File: config.mk
export PLATFORM = sky130hd
export DESIGN_NAME = corner_adjust
export DESIGN_NICKNAME = d
export VERILOG_FILES = /design/src/rtl/corner_adjust_pkg.sv /design/src/rtl/key_repeat.sv /design/src/rtl/corner_adjust.sv
export SDC_FILE = /design/constraint.sdc
export NUM_CORES = 1
export LEC_CHECK = 0
export CORE_MARGIN = 2
export CORE_UTILIZATION = 57
export CTS_BUF_LIST = sky130_fd_sc_hd__clkbuf_16
export DETAILED_ROUTE_END_ITERATION = 6
export HOLD_SLACK_MARGIN = 0.08
export PLACE_DENSITY = 0.88
export SETUP_SLACK_MARGIN = 0.5
export SYNTH_ARGS = -nofsm -noshare
export SYNTH_HDL_FRONTEND = slang
export SYNTH_SLANG_ARGS = --single-unit
File: constraint.sdc
create_clock -name clk -period 9.41 [get_ports clk]
set_clock_uncertainty 0.2 [all_clocks]
set_input_delay 0.941 -clock clk [delete_from_list [all_inputs] [get_ports clk]]
set_output_delay 0.941 -clock clk [all_outputs]
set_load 0.02 [all_outputs]
File: src/rtl/corner_adjust_pkg.sv
// corner_adjust_pkg: shared state/direction enums and saturating step helper
package corner_adjust_pkg;
    typedef enum logic {TRACK, MANUAL} state_t;
    typedef enum logic [2:0] {DIR_NONE, DIR_UP, DIR_DOWN, DIR_LEFT, DIR_RIGHT} dir_t;
    function automatic logic [31:0] sat_step(
        input logic [31:0] value,
        input logic        delta_sign,
        input logic [31:0] step,
        input logic [31:0] max
    );
        logic [32:0] r;
        r = delta_sign ? (value < step ? 33'd0 : {1'b0, value - step})
                       : {1'b0, value} + {1'b0, step};
        return r > {1'b0, max} ? max : r[31:0];
    endfunction
endpackage

File: src/rtl/key_repeat.sv
// key_repeat: direction level + rearm in, one-cycle step strobe out with hold-to-repeat
module key_repeat
    import corner_adjust_pkg::*;
#(
    parameter logic [31:0] REPEAT_DELAY = 32'd25_000_000,
    parameter logic [31:0] REPEAT_RATE  = 32'd3_250_000
) (
    input  logic clk,
    input  logic rst,
    input  dir_t dir,
    input  logic rearm,
    output logic step
);
    localparam logic [31:0] MX = REPEAT_DELAY > REPEAT_RATE ? REPEAT_DELAY : REPEAT_RATE;
    localparam int CW = $clog2({1'b0, MX} + 33'd1);
    localparam logic [CW-1:0] DLY = CW'(REPEAT_DELAY);
    localparam logic [CW-1:0] RATE = CW'(REPEAT_RATE);
    dir_t prev_q, prev_d;
    logic [CW-1:0] cnt_q, cnt_d;
    logic rep_q, rep_d;
    always_comb begin
        prev_d = dir;
        step = 1'b0;
        cnt_d = '0;
        rep_d = 1'b0;
        if (dir != DIR_NONE && (dir != prev_q || rearm)) begin
            step = 1'b1;
            cnt_d = CW'(1);
        end else if (dir != DIR_NONE) begin
            step = cnt_q == (rep_q ? RATE : DLY);
            cnt_d = step ? CW'(1) : cnt_q + CW'(1);
            rep_d = rep_q | step;
        end
    end
    always_ff @(posedge clk or posedge rst) begin
        if (rst) begin
            prev_q <= DIR_NONE;
            cnt_q <= '0;
            rep_q <= 1'b0;
        end else begin
            prev_q <= prev_d;
            cnt_q <= cnt_d;
            rep_q <= rep_d;
        end
    end
endmodule

File: src/rtl/corner_adjust.sv
// corner_adjust: track/manual corner override; buttons+sel+raw corners in, registered x/y, manual, step_pulse out
module corner_adjust
    import corner_adjust_pkg::*;
#(
    parameter int NUM_CORNERS = 4,
    parameter int X_WIDTH = 10,
    parameter int Y_WIDTH = 9,
    parameter int X_MAX = 639,
    parameter int Y_MAX = 479,
    parameter int STEP = 8,
    parameter logic [31:0] REPEAT_DELAY = 32'd25_000_000,
    parameter logic [31:0] REPEAT_RATE = 32'd3_250_000,
    localparam int SEL_W = NUM_CORNERS > 2 ? $clog2(NUM_CORNERS) : 1
) (
    input  logic clk,
    input  logic rst,
    input  logic up,
    input  logic down,
    input  logic left,
    input  logic right,
    input  logic override,
    input  logic [SEL_W-1:0] sel,
    input  logic [NUM_CORNERS*X_WIDTH-1:0] x_raw,
    input  logic [NUM_CORNERS*Y_WIDTH-1:0] y_raw,
    output logic [NUM_CORNERS*X_WIDTH-1:0] x,
    output logic [NUM_CORNERS*Y_WIDTH-1:0] y,
    output logic manual,
    output logic step_pulse
);
    state_t state_q, state_d;
    logic [NUM_CORNERS*X_WIDTH-1:0] x_q, x_d;
    logic [NUM_CORNERS*Y_WIDTH-1:0] y_q, y_d;
    logic [SEL_W-1:0] sel_q;
    logic pulse_q, pulse_d, step, sel_ok;
    logic [31:0] xs, ys;
    dir_t dir;
    assign dir = !(state_q == MANUAL && override) ? DIR_NONE :
                 down ? DIR_DOWN : up ? DIR_UP : left ? DIR_LEFT : right ? DIR_RIGHT : DIR_NONE;
    assign sel_ok = int'(sel) < NUM_CORNERS;
    key_repeat #(.REPEAT_DELAY(REPEAT_DELAY), .REPEAT_RATE(REPEAT_RATE)) u_rep (
        .clk(clk), .rst(rst), .dir(dir), .rearm(sel != sel_q), .step(step)
    );
    always_comb begin
        state_d = override ? MANUAL : TRACK;
        x_d = x_q;
        y_d = y_q;
        pulse_d = 1'b0;
        xs = '0;
        ys = '0;
        if (state_q == TRACK || !override) begin
            x_d = x_raw;
            y_d = y_raw;
        end else if (step && sel_ok) begin
            pulse_d = 1'b1;
            for (int i = 0; i < NUM_CORNERS; i++) begin
                if (int'(sel) == i) begin
                    xs = sat_step(32'(x_q[i*X_WIDTH +: X_WIDTH]), dir == DIR_LEFT, STEP, X_MAX);
                    ys = sat_step(32'(y_q[i*Y_WIDTH +: Y_WIDTH]), dir == DIR_UP, STEP, Y_MAX);
                    if (dir == DIR_LEFT || dir == DIR_RIGHT) x_d[i*X_WIDTH +: X_WIDTH] = xs[X_WIDTH-1:0];
                    else y_d[i*Y_WIDTH +: Y_WIDTH] = ys[Y_WIDTH-1:0];
                end
            end
        end
    end
    always_ff @(posedge clk or posedge rst) begin
        if (rst) begin
            state_q <= TRACK;
            x_q <= '0;
            y_q <= '0;
            sel_q <= '0;
            pulse_q <= 1'b0;
        end else begin
            state_q <= state_d;
            x_q <= x_d;
            y_q <= y_d;
            sel_q <= sel;
            pulse_q <= pulse_d;
        end
    end
    assign x = x_q;
    assign y = y_q;
    assign manual = state_q == MANUAL;
    assign step_pulse = pulse_q;
endmodule

# Word-level counts from Yosys, hierarchy flattened
# Cells that the tools add are included.
dict set report word_totals {
  ff_bits 109
  latchBits 0
  ram_bits 0
  mem_bits_ro 0
  in_bits 85
  out_inout_bits 78
  wordCells 141
  memories 0
}
dict set report op_classes {
  add_sub_neg 17
  multipliers 0
  div 0
  order_cmp 16
  eq_ne 10
  shift 0
  muxes 60
  bitwise 2
  n_reduce_logical 22
}
# cell count
set ops {}
lappend ops {{two-way mux 32 bit} 16}
lappend ops {{> comparator 32 x 10 -> 1 bit, second input constant} 4}
lappend ops {{> comparator 32 x 9 -> 1 bit, second input constant} 4}
lappend ops {{two-way mux 10 bit} 12}
lappend ops {{two-way mux 9 bit} 12}
lappend ops {{two-way mux 25 bit} 4}
lappend ops {{two-way mux 40 bit} 2}
lappend ops {{two-way mux 36 bit} 2}
lappend ops {{adder 10 x 4 -> 11 bit, second input constant} 4}
lappend ops {{subtractor 10 x 4 -> 11 bit, second input constant} 4}
lappend ops {{adder 9 x 4 -> 10 bit, second input constant} 4}
lappend ops {{< comparator 10 x 4 -> 1 bit, second input constant} 4}
lappend ops {{subtractor 9 x 4 -> 10 bit, second input constant} 4}
lappend ops {{< comparator 9 x 4 -> 1 bit, second input constant} 4}
lappend ops {{adder 25 x 1 -> 25 bit, second input constant} 1}
lappend ops {{equality test 25 bit} 1}
lappend ops {{AND reduction 3 bit} 8}
lappend ops {{two-way mux 3 bit} 5}
lappend ops {{nonzero test 2 bit} 6}
lappend ops {{two-way mux 1 bit} 7}
lappend ops {{equality test 2 bit, second input constant} 2}
lappend ops {{equality test 3 x 1 -> 1 bit, second input constant} 1}
lappend ops {{equality test 3 x 2 -> 1 bit, second input constant} 1}
lappend ops {{equality test 3 bit, second input constant} 1}
lappend ops {{other kinds (11)} 14}

# Logic depth before layout (Yosys ltp)
# Gate-level depths: netlist (run 1).
dict set report depth {
  word_depth 13
  depth_mapped 12
  mapped_depth_nobuf 9
}

# Hierarchy
# A second synthesis (run 1) with hierarchy kept.
dict set report unflattened {
  cells_unflattened 1004
  area_unflattened_um2 8109.0
}
# mod n_inst cells_per_inst area_per_inst_um2 seq_area_each_um2
set by_module_without_submodules {}
lappend by_module_without_submodules {corner_adjust 1 844 6481.2 2001.9}
lappend by_module_without_submodules {key_repeat 1 160 1627.8 725.7}

# Worst setup path before layout (run 1)
# No wires, ideal clock.
dict set report synth_timing {
  kind {input to register}
  start {input port override}
  end {register x_q[17] (netlist: x[17])}
  setup_time_ps 124
  arrival_time_ps 3098
  required_ps 9086
  path_slack_ps 5988
  stages 11
  n_path_buf 4
  path_cell_list {clkbuf_1 and3b_1 buf_2 and4_1 o211ai_1 or4_1 buf_4 buf_6 and3_1 and3b_1 a211o_1}
}
dict set report synth_between {
  elab_chain_len 10
  elab_cells_between_ends 24
  classes_between {order compare: 1; eq/ne: 3; mux: 9; reduce/logical: 11}
}
# item line
set synth_lines {}
lappend synth_lines {{from (decl)} corner_adjust.sv:21} ;# input logic override,
lappend synth_lines {{logical AND 1 bit} corner_adjust.sv:37} ;# assign dir = !(state_q == MANUAL && override) ? DIR_NONE :
lappend synth_lines {{two-way mux 3 bit} corner_adjust.sv:37}
lappend synth_lines {{equality test 3 x 2 -> 1 bit} {corner_adjust.sv:57, corner_adjust.sv:59}}
lappend synth_lines {{two-way mux 32 bit} corner_adjust_pkg.sv:12} ;# r = delta_sign ? (value < step ? 33'd0 : {1'b0, value - step})
lappend synth_lines {{> comparator 32 x 10 -> 1 bit} corner_adjust_pkg.sv:14} ;# return r > {1'b0, max} ? max : r[31:0];
lappend synth_lines {{two-way mux 10 bit} corner_adjust_pkg.sv:14}
lappend synth_lines {{two-way mux 10 bit} corner_adjust.sv:59} ;# if (dir == DIR_LEFT || dir == DIR_RIGHT) x_d[i*X_WIDTH +: X_WIDTH] = xs[X_WIDTH-1:0];
lappend synth_lines {{two-way mux 10 bit} corner_adjust.sv:56} ;# if (int'(sel) == i) begin
lappend synth_lines {{two-way mux 40 bit} corner_adjust.sv:53} ;# end else if (step && sel_ok) begin
lappend synth_lines {{two-way mux 40 bit} corner_adjust.sv:50} ;# if (state_q == TRACK || !override) begin
lappend synth_lines {{to (signal assigned)} corner_adjust.sv:68} ;# x_q <= '0;
lappend synth_lines {{to (signal assigned)} corner_adjust.sv:74} ;# x_q <= x_d;
lappend synth_lines {{to (decl)} corner_adjust.sv:31} ;# logic [NUM_CORNERS*X_WIDTH-1:0] x_q, x_d;
# Parallel ways exist; a longest one is shown, timed or not. The select of a mux whose other input is x is not followed.
# A chain may end at the register's enable or synchronous reset.

# Final worst setup path (run 1)
dict set report layout_timing {
  start {input port left}
  end {register y_q[7] (netlist: y[7])}
}
dict set report layout_between {
  elab_chain_len 12
  elab_cells_between_ends 24
  classes_between {order compare: 1; eq/ne: 5; mux: 12; reduce/logical: 6}
}
# item line
set layout_lines {}
lappend layout_lines {{from (decl)} corner_adjust.sv:19} ;# input logic left,
lappend layout_lines {{two-way mux 3 bit (*) (3 in a row)} corner_adjust.sv:38} ;# down ? DIR_DOWN : up ? DIR_UP : left ? DIR_LEFT : right ? DIR_RIGHT : DIR_NONE;
lappend layout_lines {{two-way mux 3 bit (*)} corner_adjust.sv:37}
lappend layout_lines {{equality test 3 x 1 -> 1 bit} corner_adjust.sv:58} ;# ys = sat_step(32'(y_q[i*Y_WIDTH +: Y_WIDTH]), dir == DIR_UP, STEP, Y_MAX);
lappend layout_lines {{two-way mux 32 bit} corner_adjust_pkg.sv:12}
lappend layout_lines {{> comparator 32 x 9 -> 1 bit} corner_adjust_pkg.sv:14}
lappend layout_lines {{two-way mux 9 bit} corner_adjust_pkg.sv:14}
lappend layout_lines {{two-way mux 9 bit} corner_adjust.sv:59}
lappend layout_lines {{two-way mux 9 bit} corner_adjust.sv:56}
lappend layout_lines {{two-way mux 36 bit} corner_adjust.sv:53}
lappend layout_lines {{two-way mux 36 bit} corner_adjust.sv:50}
lappend layout_lines {{to (signal assigned)} corner_adjust.sv:75} ;# y_q <= y_d;
lappend layout_lines {{to (decl)} corner_adjust.sv:32} ;# logic [NUM_CORNERS*Y_WIDTH-1:0] y_q, y_d;
# Mark *: on every way between the ends. The rest lies on a longest branch, timed or not. The select of a mux whose other input is x is not followed.

==> flow_results.xml, run 1 <==
<?xml version="1.0" encoding="UTF-8"?>
<metrics>
  <group name="global_route">
    <metric name="grt_start_max_net_pins" unit="">79</metric>
    <metric name="antenna_violations_before_repair" unit="">0</metric>
    <metric name="grt_first_pass_wirelength" unit="µm">36700</metric>
    <metric name="grt_pass1_vias" unit="">7504</metric>
    <metric name="gr_overflow_total" unit="">0</metric>
    <metric name="grt_util_all_layers" unit="">0.304</metric>
  </group>
  <group name="place">
    <metric name="placed_cells_incl_taps" unit="">1278</metric>
    <metric name="dp_hpwl" unit="µm">15200</metric>
    <metric name="io_buffers" unit="">162</metric>
    <metric name="dp_worst_setup_slack" unit="ns">4.34</metric>
    <metric name="gp_congestion" unit="">0.922</metric>
  </group>
  <group name="drt">
    <metric name="route.final.wire_length" unit="µm">22100</metric>
    <metric name="vias_per_cell" unit="">6.34</metric>
    <metric name="post-route-drc-count" unit="">0</metric>
    <metric name="via_count" unit="">8209</metric>
    <metric name="drt_pass1_iterations" unit="">6</metric>
    <metric name="postRouteAntennaNets" unit="">0</metric>
    <metric name="drtIter0Drc" unit="">946</metric>
    <metric name="routed_wl_per_cell" unit="µm">17.1</metric>
  </group>
  <group name="synthesis">
    <metric name="yosysWarnings" unit="">0</metric>
    <metric name="leading_cell_types_by_total_area_after_synthesis" unit="">sky130_fd_sc_hd__dfrtp_1, sky130_fd_sc_hd__o21ai_0, sky130_fd_sc_hd__nor2_1</metric>
    <metric name="async_s_r_ff_share_synth" unit="">1.00</metric>
    <metric name="synth-seq-area-share" unit="">0.349</metric>
    <metric name="synthesis.instances" unit="">998</metric>
    <metric name="synth_cell_types" unit="">75</metric>
    <metric name="top_cells_by_instance_count_after_synthesis" unit="">sky130_fd_sc_hd__nor2_1, sky130_fd_sc_hd__nand2_1, sky130_fd_sc_hd__dfrtp_1</metric>
    <metric name="synth-seq-cells" unit="">109</metric>
    <metric name="most_numerous_cell_in_the_yosys_netlist" unit="">sky130_fd_sc_hd__nor2_1</metric>
    <metric name="syn_area" unit="mm²">0.00781</metric>
    <metric name="syn-num-nets" unit="">1101</metric>
    <metric name="postSynth.topFlopCell" unit="">sky130_fd_sc_hd__dfrtp_1</metric>
    <metric name="syn_avg_cell_area" unit="µm²">7.83</metric>
    <metric name="yosysTopAreaCellShare" unit="">0.349</metric>
    <metric name="netlist.top_cell.by_area" unit="">sky130_fd_sc_hd__dfrtp_1</metric>
    <metric name="synth-edff-count" unit="">0</metric>
  </group>
  <group name="critical_path">
    <metric name="cp-end-kind" unit="">flop</metric>
    <metric name="setup_crit_path_kind" unit="">primary input to flop</metric>
    <metric name="worst_path_largest_cell_delay" unit="ns">0.95</metric>
    <metric name="crit_fanout" unit="">16</metric>
    <metric name="worst-endpoint-arrival" unit="ns">4.83</metric>
    <metric name="crit_slowest_cell" unit="">sky130_fd_sc_hd__a31oi_1</metric>
    <metric name="crit_path_start_kind" unit="">primary input</metric>
    <metric name="timing.critical_path.buf_inv" unit="">1</metric>
    <metric name="cpLargestDelayFamily" unit="">compound AO/OA/AOI/OAI gates</metric>
    <metric name="crit_required" unit="ns">9.46</metric>
    <metric name="critPathMostFrequentCell" unit="">sky130_fd_sc_hd__o21ai_0</metric>
    <metric name="crit_chain" unit="">clkdlybuf4s50_1, nor2b_1, o21ai_0, xnor2_1, or4_1, a31oi_1, o21ai_0, o21a_1</metric>
  </group>
  <group name="cts">
    <metric name="hold_buffers" unit="">0</metric>
    <metric name="ctsResizeCount" unit="">0</metric>
    <metric name="post_cts.repair.setup_buffers" unit="">0</metric>
    <metric name="clkTransAtPathRegs" unit="ns">0.08</metric>
    <metric name="tritoncts" unit="">done</metric>
    <metric name="clock_tree.buffer_depth" unit="">2</metric>
    <metric name="tritoncts.num_buffers" unit="">9</metric>
    <metric name="clock-root-buffer" unit="">sky130_fd_sc_hd__clkbuf_16</metric>
    <metric name="cts.sink_count" unit="">109</metric>
    <metric name="htree_levels" unit="">3</metric>
    <metric name="clk-insertion-delay-late" unit="ns">0.36</metric>
  </group>
  <group name="power">
    <metric name="totalPowerFinal" unit="mW">1.41</metric>
    <metric name="power.density_cell_area" unit="mW/mm²">145</metric>
    <metric name="vdd_drop_max" unit="mV">0.105</metric>
    <metric name="total_leakage_power" unit="nW">3.87</metric>
  </group>
  <group name="sta">
    <metric name="grt_setup_unrepaired" unit="">false</metric>
    <metric name="slew_headroom" unit="">0.233</metric>
    <metric name="layout_min_cycle_time" unit="ns">4.78</metric>
    <metric name="worst-slew-pin-transition" unit="ns">1.15</metric>
    <metric name="finalHoldViolCount" unit="">0</metric>
    <metric name="timing.final.crit_share" unit="">0.508</metric>
    <metric name="layout_setup_ws" unit="ns">4.63</metric>
    <metric name="setup_viol_count_final" unit="">0</metric>
    <metric name="fmax" unit="GHz">0.209</metric>
    <metric name="timing.final.max_slew_violations" unit="">0</metric>
    <metric name="final.setup.tns" unit="ns">0</metric>
  </group>
  <group name="layout">
    <metric name="post_route_cells_drive_above_1_share" unit="">0.0510</metric>
    <metric name="fin_nets" unit="">1216</metric>
    <metric name="cell_count_final_fillers_out" unit="">1294</metric>
    <metric name="filler_cell_count" unit="">1000</metric>
    <metric name="syn_to_final_growth" unit="%">25.1</metric>
    <metric name="final_core_util" unit="">0.735</metric>
    <metric name="insertedDiodeCount" unit="">0</metric>
  </group>
  <group name="run">
    <metric name="cap_violations" unit="">0</metric>
  </group>
  <group name="hold_path">
    <metric name="worstHoldPathType" unit="">flop to flop</metric>
  </group>
  <group name="die">
    <metric name="coreArea" unit="mm²">0.0133</metric>
    <metric name="die_w" unit="µm">121</metric>
    <metric name="std_cell_rows" unit="">42</metric>
    <metric name="die_area" unit="mm²">0.0147</metric>
    <metric name="chipHeight" unit="µm">121</metric>
    <metric name="floorplan.io_pins" unit="">163</metric>
    <metric name="initial_core_utilization" unit="">0.588</metric>
  </group>
  <group name="run_status">
    <metric name="run_status" unit="">finished, final reports clean</metric>
  </group>
</metrics>
==> where the power goes <==
part	total, mW	internal (mW)	leakage (nW)	switching (mW)
logic	0.410	0.193	2.38	0.217
registers	0.584	0.508	1.33	0.0763
clock network	0.420	0.235	0.158	0.185
total	1.41	0.936	3.87	0.478
==> registers in the layout, summed over array words and instances (netlist names) <==
name and cells:
x 40, y 36, step_pulse 1, sel_q 2, manual 1, u_rep.prev_q 3
u_rep.rep_q 1, u_rep.cnt_q 25
==> metrics by stage <==
step	hold slack, ns	instance area (µm²)
5_1_grt	0.324	9770
4_1_cts	0.314	9770
3_5_place_dp	0.297	9450
2_1_floorplan	0.285	7810
3_3_place_gp	0.282	9450
6_report	0.312	9770
==> worst reg2reg max path, cell delays in order (launching register included) <==
cell                       delay, ns
sky130_fd_sc_hd__dfrtp_1        0.47
sky130_fd_sc_hd__and3b_1        0.53
sky130_fd_sc_hd__and4_1         0.26
sky130_fd_sc_hd__o211ai_1       0.13
sky130_fd_sc_hd__or4_1          0.88
sky130_fd_sc_hd__a31oi_1        0.95
sky130_fd_sc_hd__o21ai_0        0.22
sky130_fd_sc_hd__o21a_1         0.15
==> layer usage <==
metal  vias to the layer above  GRT usage  routed length (µm)
met5                         -          0                   0
met4                         0      0.105                 510
met2                       409      0.497               10400
li1                       3895          -                   -
met1                      3855      0.415                9470
met3                        50     0.0409                1730
==> cell families (layout without fill, tap and decap cells) <==
kind of cell    after synthesis  after routing  synth area share
simple gates                444            444             0.284
compound gates              291            291             0.247
flops                       109            109             0.349
buf+inv                     103            223            0.0522
xor+xnor                     27             27            0.0303
fa+ha+maj                    18             18            0.0288
mux                           6              6           0.00801
==> final timing paths <==
kind	startpoint	end	cells after the start	slack, ns
setup / recovery	left	y[7]	8	4.63
hold / removal	y[28]	y[28]	2	0.31
setup reg to reg	manual	y[7]	7	5.51
hold reg to reg	y[28]	y[28]	2	0.31
max in group asynchronous	rst	x[18]	3	6.97
min in group asynchronous	rst	y[32]	2	0.84
==> cells in the final DEF (no fill, tap or decap), types with 6 or more instances in the layout <==
cell type	n
sky130_fd_sc_hd__clkdlybuf4s50_1	162
sky130_fd_sc_hd__nand2b_1	11
sky130_fd_sc_hd__o221a_2	9
sky130_fd_sc_hd__xor2_1	14
sky130_fd_sc_hd__dfrtp_1	109
sky130_fd_sc_hd__nor3_1	40
sky130_fd_sc_hd__ha_1	18
sky130_fd_sc_hd__o21ai_0	99
sky130_fd_sc_hd__or4_1	9
sky130_fd_sc_hd__clkbuf_16	9
sky130_fd_sc_hd__nor2_1	119
sky130_fd_sc_hd__a211oi_1	14
sky130_fd_sc_hd__o211ai_1	9
sky130_fd_sc_hd__a21oi_1	48
sky130_fd_sc_hd__nand3_1	37
sky130_fd_sc_hd__nor2b_1	6
sky130_fd_sc_hd__a211o_1	6
sky130_fd_sc_hd__and4_1	8
sky130_fd_sc_hd__nand4_1	16
sky130_fd_sc_hd__and3_1	31
sky130_fd_sc_hd__inv_1	37
sky130_fd_sc_hd__buf_4	7
sky130_fd_sc_hd__nand2_1	110
sky130_fd_sc_hd__or3_1	6
sky130_fd_sc_hd__a221o_1	7
sky130_fd_sc_hd__nor4_1	9
sky130_fd_sc_hd__xnor2_1	13
sky130_fd_sc_hd__o22ai_1	15
sky130_fd_sc_hd__a31oi_1	14
==> layout make-up <==
cell class / instances / area (µm²) / share of cell area
multi-input combinational: 786 / 4680 / 0.479
sequential: 109 / 2730 / 0.279
timing repair buffer: 169 / 1670 / 0.171
clock buffer: 9 / 225 / 0.0230
tap: 176 / 220 / 0.0225
inverter: 38 / 145 / 0.0149
clock inverter: 7 / 98.8 / 0.0101
Note: power is estimated with default switching activity, not from simulation.
==> run 2: changes to the inputs <==
--- a/config.mk
+++ b/config.mk
@@ -6,11 +6,11 @@
 export NUM_CORES = 1
 export LEC_CHECK = 0
 export CORE_MARGIN = 2
-export CORE_UTILIZATION = 57
+export CORE_UTILIZATION = 53
 export CTS_BUF_LIST = sky130_fd_sc_hd__clkbuf_16
 export DETAILED_ROUTE_END_ITERATION = 6
 export HOLD_SLACK_MARGIN = 0.08
-export PLACE_DENSITY = 0.88
+export PLACE_DENSITY = 0.82
 export SETUP_SLACK_MARGIN = 0.5
 export SYNTH_ARGS = -nofsm -noshare
 export SYNTH_HDL_FRONTEND = slang
==> constraint.sdc (replaced) <==
create_clock -name clk -period 5 [get_ports clk]
set_clock_uncertainty 0.2 [all_clocks]
set_input_delay 0.5 -clock clk [delete_from_list [all_inputs] [get_ports clk]]
set_output_delay 0.5 -clock clk [all_outputs]
set_load 0.02 [all_outputs]
==> run 2 against run 1 <==
Critical endpoint is now y[30]. Clock power grew 71%. Critical path type unchanged. Register-to-register slack got worse by 4.3 ns. Sequential power increased by 87%. Core utilization is 5.9 points lower.
==> flow_results.xml, run 2 (synthesis gave the netlist of run 1 again) <==
<?xml version="1.0" encoding="UTF-8"?>
<metrics>
  <group name="run_status">
    <metric name="run_status" unit="">finished, final reports clean</metric>
  </group>
  <group name="sta">
    <metric name="fmax" unit="GHz">0.257</metric>
    <metric name="worst-slew-pin-transition" unit="ns">1.05</metric>
    <metric name="final.setup.tns" unit="ns">0</metric>
    <metric name="finalHoldViolCount" unit="">0</metric>
    <metric name="setup_viol_count_final" unit="">0</metric>
    <metric name="grt_setup_unrepaired" unit="">false</metric>
    <metric name="timing.final.max_slew_violations" unit="">0</metric>
    <metric name="timing.final.crit_share" unit="">0.779</metric>
    <metric name="layout_min_cycle_time" unit="ns">3.90</metric>
    <metric name="slew_headroom" unit="">0.291</metric>
  </group>
  <group name="cts">
    <metric name="htree_levels" unit="">3</metric>
    <metric name="tritoncts.num_buffers" unit="">9</metric>
    <metric name="clock_tree.buffer_depth" unit="">2</metric>
    <metric name="ctsResizeCount" unit="">0</metric>
    <metric name="clkTransAtPathRegs" unit="ns">0.08</metric>
    <metric name="tritoncts" unit="">done</metric>
    <metric name="hold_buffers" unit="">0</metric>
    <metric name="clock-root-buffer" unit="">sky130_fd_sc_hd__clkbuf_16</metric>
    <metric name="cts.sink_count" unit="">109</metric>
    <metric name="clk-insertion-delay-late" unit="ns">0.37</metric>
    <metric name="post_cts.repair.setup_buffers" unit="">0</metric>
  </group>
  <group name="place">
    <metric name="gp_congestion" unit="">0.880</metric>
    <metric name="dp_hpwl" unit="µm">15500</metric>
    <metric name="placed_cells_incl_taps" unit="">1291</metric>
    <metric name="io_buffers" unit="">162</metric>
  </group>
  <group name="power">
    <metric name="power.density_cell_area" unit="mW/mm²">264</metric>
    <metric name="total_leakage_power" unit="nW">3.88</metric>
    <metric name="vdd_drop_max" unit="mV">0.198</metric>
  </group>
  <group name="global_route">
    <metric name="groute.layer.met3.usage" unit="">0.0573</metric>
    <metric name="grt_pass1_vias" unit="">7525</metric>
    <metric name="grt_first_pass_wirelength" unit="µm">36900</metric>
    <metric name="gr_overflow_total" unit="">0</metric>
    <metric name="gr-usage-met1" unit="">0.390</metric>
    <metric name="grt_start_max_net_pins" unit="">87</metric>
    <metric name="m2_gr_usage" unit="">0.446</metric>
    <metric name="global_route.peak_usage_layer" unit="">met2</metric>
    <metric name="grt_util_all_layers" unit="">0.283</metric>
    <metric name="antenna_violations_before_repair" unit="">0</metric>
  </group>
  <group name="drt">
    <metric name="via_count" unit="">8080</metric>
    <metric name="drt_pass1_iterations" unit="">6</metric>
    <metric name="post-route-drc-count" unit="">0</metric>
    <metric name="postRouteAntennaNets" unit="">0</metric>
    <metric name="vias_per_cell" unit="">6.18</metric>
    <metric name="routed_wl_per_cell" unit="µm">16.9</metric>
    <metric name="drtIter0Drc" unit="">755</metric>
    <metric name="route.final.wire_length" unit="µm">22000</metric>
  </group>
  <group name="critical_path">
    <metric name="crit_chain" unit="">clkdlybuf4s50_1, and3b_1, and4_1, o211ai_1, or4_1, a41oi_2, nor2_1, a22o_1</metric>
    <metric name="worstRegToRegCells" unit="">7</metric>
    <metric name="crit_slowest_cell" unit="">sky130_fd_sc_hd__or4_1</metric>
    <metric name="worst-endpoint-arrival" unit="ns">3.95</metric>
    <metric name="crit_required" unit="ns">5.06</metric>
    <metric name="ff2ff_setup_slack" unit="ns">1.25</metric>
    <metric name="worst_setup_path_startpoint" unit="">down</metric>
    <metric name="cp-end-kind" unit="">flop</metric>
    <metric name="crit_fanout" unit="">16</metric>
    <metric name="worst_path_largest_cell_delay" unit="ns">0.88</metric>
    <metric name="timing.rr.end" unit="">y[19]</metric>
    <metric name="crit-reg2reg-launch" unit="">u_rep.cnt_q[9]</metric>
    <metric name="setup_crit_path_kind" unit="">primary input to flop</metric>
    <metric name="crit_path_start_kind" unit="">primary input</metric>
    <metric name="critical_path.endpoint" unit="">y[30]</metric>
  </group>
  <group name="layout">
    <metric name="syn_to_final_growth" unit="%">25.3</metric>
    <metric name="fin_nets" unit="">1221</metric>
    <metric name="cell_count_final_fillers_out" unit="">1307</metric>
    <metric name="final_common_cell" unit="">sky130_fd_sc_hd__clkdlybuf4s50_1</metric>
    <metric name="commonest_non_fill_non_tap_cells_in_the_layout" unit="">sky130_fd_sc_hd__clkdlybuf4s50_1, sky130_fd_sc_hd__nor2_1, sky130_fd_sc_hd__nand2_1</metric>
    <metric name="insertedDiodeCount" unit="">0</metric>
    <metric name="post_route_cells_drive_above_1_share" unit="">0.0561</metric>
    <metric name="largest_register_ffs" unit="">40</metric>
  </group>
  <group name="die">
    <metric name="coreArea" unit="mm²">0.0145</metric>
    <metric name="chipHeight" unit="µm">125</metric>
    <metric name="initial_core_utilization" unit="">0.540</metric>
    <metric name="std_cell_rows" unit="">44</metric>
    <metric name="die_w" unit="µm">125</metric>
    <metric name="die_area" unit="mm²">0.0157</metric>
    <metric name="floorplan.io_pins" unit="">163</metric>
  </group>
  <group name="hold_path">
    <metric name="worstHoldPathType" unit="">flop to flop</metric>
    <metric name="hold_depth" unit="">2</metric>
  </group>
  <group name="run">
    <metric name="cap_violations" unit="">0</metric>
  </group>
</metrics>
run 2: cell count changes in the layout (fill, tap and decap cells not counted):
cell and delta:
sky130_fd_sc_hd__buf_4 +5, sky130_fd_sc_hd__bufinv_16 -2, sky130_fd_sc_hd__clkinv_1 -1, sky130_fd_sc_hd__clkinv_4 -1, sky130_fd_sc_hd__clkinv_8 +1, sky130_fd_sc_hd__clkinvlp_4 +1
sky130_fd_sc_hd__inv_6 +2
run 2: cell type report:
type	count	area, µm²
fill	1223	4690
multi-input combinational	786	4680
sequential	109	2730
timing repair buffer	174	1710
tap	184	230
clock buffer	9	225
inverter	38	145
clock inverter	7	67.6
run 2: per-layer routing:
layer | part of all wire | wire length [µm]
met1 | 0.44 | 9640
met2 | 0.48 | 10500
met3 | 0.058 | 1280
met4 | 0.025 | 561
met5 | 0 | 0
run 2: how the worst min path moves through the flow:
stage / startpoint / endpoint / slack [ns]
final: y[9] / y[9] / 0.32
after global routing: u_rep.cnt_q[0] / u_rep.cnt_q[0] / 0.36
after CTS: y[9] / y[9] / 0.31
after detailed placement: y[9] / y[9] / 0.30
after global placement: y[9] / y[9] / 0.29
after floorplan: u_rep.cnt_q[0] / u_rep.cnt_q[0] / 0.28
run 2: per-stage QoR:
step	hold WS [ns]	utilization	total power [mW]	setup slack [ns]	cell area (µm²)
final	0.316	0.676	2.58	1.10	9790
after global routing	0.362	0.676	2.73	0.808	9790
after CTS	0.313	0.676	2.59	1.14	9790
after detailed placement	0.296	0.656	1.87	0.775	9500
after global placement	0.292	0.656	1.86	0.859	9500
after floorplan	0.285	-	1.55	1.43	7810
run 2: critical path: cells and delay by family:
kind / cells / cell delay, ns
buffers and inverters: 1 / 0.53
and+or+nand+nor: 4 / 1.84
AOI/OAI and AO/OA: 3 / 1.07
run 2: where the power goes:
group / total [mW] / switching (mW) / internal (mW)
Clock: 0.718 / 0.368 / 0.350
Combinational: 0.773 / 0.408 / 0.365
Sequential: 1.09 / 0.139 / 0.955
Total: 2.58 / 0.915 / 1.67
==> run 3: changes to the inputs <==
==> constraint.sdc (replaced) <==
create_clock -name clk -period 3.63 [get_ports clk]
set_clock_uncertainty 0.2 [all_clocks]
set_input_delay 0.363 -clock clk [delete_from_list [all_inputs] [get_ports clk]]
set_output_delay 0.363 -clock clk [all_outputs]
set_load 0.02 [all_outputs]
==> run 3 against run 2 <==
The flow now finishes with violations (DRC). Die area stayed put. Critical endpoint is now x[6]. First-iteration DRC count up 28%. Highest routed layer unchanged. Combinational power up 45%. Critical path type is now flop to flop. Sequential power up 38%.
==> flow_results.xml, run 3 (synthesis gave the netlist of run 1 again) <==
<?xml version="1.0" encoding="UTF-8"?>
<metrics>
  <group name="drt">
    <metric name="drtIter0Drc" unit="">967</metric>
    <metric name="route.final.wire_length" unit="µm">22600</metric>
    <metric name="drt_pass1_iterations" unit="">7</metric>
    <metric name="via_count" unit="">8300</metric>
    <metric name="post-route-drc-count" unit="">1</metric>
    <metric name="routed_wl_per_cell" unit="µm">16.9</metric>
    <metric name="postRouteAntennaNets" unit="">0</metric>
    <metric name="vias_per_cell" unit="">6.22</metric>
  </group>
  <group name="place">
    <metric name="dp_worst_setup_slack" unit="ns">0.101</metric>
    <metric name="dp_hpwl" unit="µm">16100</metric>
    <metric name="io_buffers" unit="">162</metric>
    <metric name="gp_congestion" unit="">0.904</metric>
    <metric name="dpl-instance-area" unit="mm²">0.00969</metric>
  </group>
  <group name="layout">
    <metric name="commonest_non_fill_non_tap_cells_in_the_layout" unit="">sky130_fd_sc_hd__clkdlybuf4s50_1, sky130_fd_sc_hd__nor2_1, sky130_fd_sc_hd__nand2_1</metric>
    <metric name="syn_to_final_growth" unit="%">29.5</metric>
    <metric name="layout.area.seq" unit="mm²">0.00273</metric>
    <metric name="fin_nets" unit="">1249</metric>
    <metric name="final_design_area_no_fill" unit="mm²">0.0101</metric>
    <metric name="largest_register_ffs" unit="">40</metric>
    <metric name="final_common_cell" unit="">sky130_fd_sc_hd__clkdlybuf4s50_1</metric>
    <metric name="post_route_cells_drive_above_1_share" unit="">0.0877</metric>
    <metric name="multi_input_comb_area" unit="mm²">0.00475</metric>
    <metric name="filler_cell_count" unit="">1196</metric>
    <metric name="insertedDiodeCount" unit="">0</metric>
  </group>
  <group name="critical_path">
    <metric name="timing.rr.end" unit="">x[6]</metric>
    <metric name="crit_path_start_kind" unit="">flop</metric>
    <metric name="worst_setup_path_startpoint" unit="">u_rep.cnt_q[8]</metric>
    <metric name="crit-reg2reg-launch" unit="">u_rep.cnt_q[8]</metric>
    <metric name="crit_required" unit="ns">3.68</metric>
    <metric name="cp-end-kind" unit="">flop</metric>
    <metric name="ff2ff_setup_slack" unit="ns">0.50</metric>
    <metric name="crit_fanout" unit="">12</metric>
    <metric name="worstRegToRegCells" unit="">10</metric>
    <metric name="setup_crit_path_kind" unit="">flop to flop</metric>
    <metric name="worst-endpoint-arrival" unit="ns">3.18</metric>
  </group>
  <group name="run">
    <metric name="cap_violations" unit="">0</metric>
  </group>
  <group name="run_status">
    <metric name="failing_checks" unit="">DRC</metric>
    <metric name="run_status" unit="">complete, but fails checks</metric>
  </group>
  <group name="die">
    <metric name="std_cell_rows" unit="">44</metric>
    <metric name="initial_core_utilization" unit="">0.540</metric>
    <metric name="chipHeight" unit="µm">125</metric>
    <metric name="die_w" unit="µm">125</metric>
    <metric name="die_area" unit="mm²">0.0157</metric>
    <metric name="floorplan.io_pins" unit="">163</metric>
    <metric name="coreArea" unit="mm²">0.0145</metric>
  </group>
  <group name="global_route">
    <metric name="grt_pass1_vias" unit="">7445</metric>
    <metric name="antenna_violations_before_repair" unit="">0</metric>
    <metric name="grt_start_max_net_pins" unit="">45</metric>
    <metric name="grt_first_pass_wirelength" unit="µm">36700</metric>
    <metric name="grt_util_all_layers" unit="">0.277</metric>
    <metric name="gr_overflow_total" unit="">0</metric>
  </group>
  <group name="cts">
    <metric name="clk-insertion-delay-late" unit="ns">0.36</metric>
    <metric name="hold_buffers" unit="">0</metric>
    <metric name="clkTransAtPathRegs" unit="ns">0.08</metric>
    <metric name="htree_levels" unit="">3</metric>
    <metric name="tritoncts.num_buffers" unit="">9</metric>
    <metric name="tritoncts" unit="">done</metric>
    <metric name="clock-root-buffer" unit="">sky130_fd_sc_hd__clkbuf_16</metric>
    <metric name="cts.sink_count" unit="">109</metric>
    <metric name="clock_tree.buffer_depth" unit="">2</metric>
  </group>
  <group name="sta">
    <metric name="timing.final.crit_share" unit="">0.863</metric>
    <metric name="finalHoldViolCount" unit="">0</metric>
    <metric name="layout_min_cycle_time" unit="ns">3.13</metric>
    <metric name="setup_viol_count_final" unit="">0</metric>
    <metric name="fmax" unit="GHz">0.319</metric>
    <metric name="grt_setup_unrepaired" unit="">true</metric>
    <metric name="slew_headroom" unit="">0.441</metric>
    <metric name="layout_setup_ws" unit="ns">0.496</metric>
    <metric name="final.setup.tns" unit="ns">0</metric>
    <metric name="timing.final.max_slew_violations" unit="">0</metric>
    <metric name="worst-slew-pin-transition" unit="ns">0.837</metric>
  </group>
  <group name="power">
    <metric name="vdd_drop_max" unit="mV">0.253</metric>
    <metric name="power.density_cell_area" unit="mW/mm²">355</metric>
    <metric name="total_leakage_power" unit="nW">4.03</metric>
  </group>
  <group name="hold_path">
    <metric name="worstHoldPathType" unit="">primary input to asynchronous set/reset pin</metric>
  </group>
</metrics>
[run 3: area by class of cell]
class / instances / share of cell area
Multi-Input combinational cell: 786 / 0.469
Sequential cell: 109 / 0.270
Timing Repair Buffer: 202 / 0.196
Tap cell: 184 / 0.0228
Clock buffer: 9 / 0.0223
Inverter: 38 / 0.0145
Clock inverter: 7 / 0.00581
[run 3: critical path, stage by stage, from the launching register on]
cell and delay (ns):
sky130_fd_sc_hd__dfrtp_1 0.42, sky130_fd_sc_hd__or4_1 0.47, sky130_fd_sc_hd__or4_4 0.44, sky130_fd_sc_hd__a2111oi_4 0.43
sky130_fd_sc_hd__buf_4 0.19, sky130_fd_sc_hd__nor4_1 0.07, sky130_fd_sc_hd__buf_4 0.19, sky130_fd_sc_hd__nor2_1 0.10
sky130_fd_sc_hd__buf_4 0.19, sky130_fd_sc_hd__nor2_1 0.07, sky130_fd_sc_hd__a211o_1 0.26
[run 3: through the flow]
step	hold slack, ns	total power [mW]	util	instances
detailed placement	0.299	2.61	0.669	1312
finish	0.300	3.59	0.699	1335
global placement	0.287	2.59	0.669	1312
floorplan	0.194	2.13	-	998
CTS	0.315	3.58	0.692	1330
global route	0.342	3.77	0.699	1335
[run 3: power by group]
group / internal (mW) / leakage, nW / switching [mW]
clock network: 0.476 / 0.127 / 0.489
registers: 1.32 / 1.33 / 0.188
logic: 0.536 / 2.57 / 0.588
total: 2.33 / 4.03 / 1.26
[run 3: worst max path at each step]
stage / end / slack [ns] / cells after the start
after global routing: x[8] / 0.42 / 9
after floorplan: x[19] / 0.63 / 9
after CTS: y[27] / 0.52 / 9
after detailed placement: y[20] / 0.10 / 9
final: x[6] / 0.50 / 10
after global placement: y[25] / 0.25 / 9
[run 3: repair_timing]
action                                  in CTS  in global routing
endpoints found under the setup margin      49                 26
setup buffers                                2                  5
resized for setup                            7                 19
pin swaps                                    2                  3
[run 3: routing by layer]
layer | vias up | wire length (µm) | GRT usage
met4 | 0 | 361 | 0.0673
met1 | 3932 | 9870 | 0.384
li1 | 3967 | - | -
met5 | - | 0 | 0
met3 | 26 | 1600 | 0.0505
met2 | 375 | 10800 | 0.452
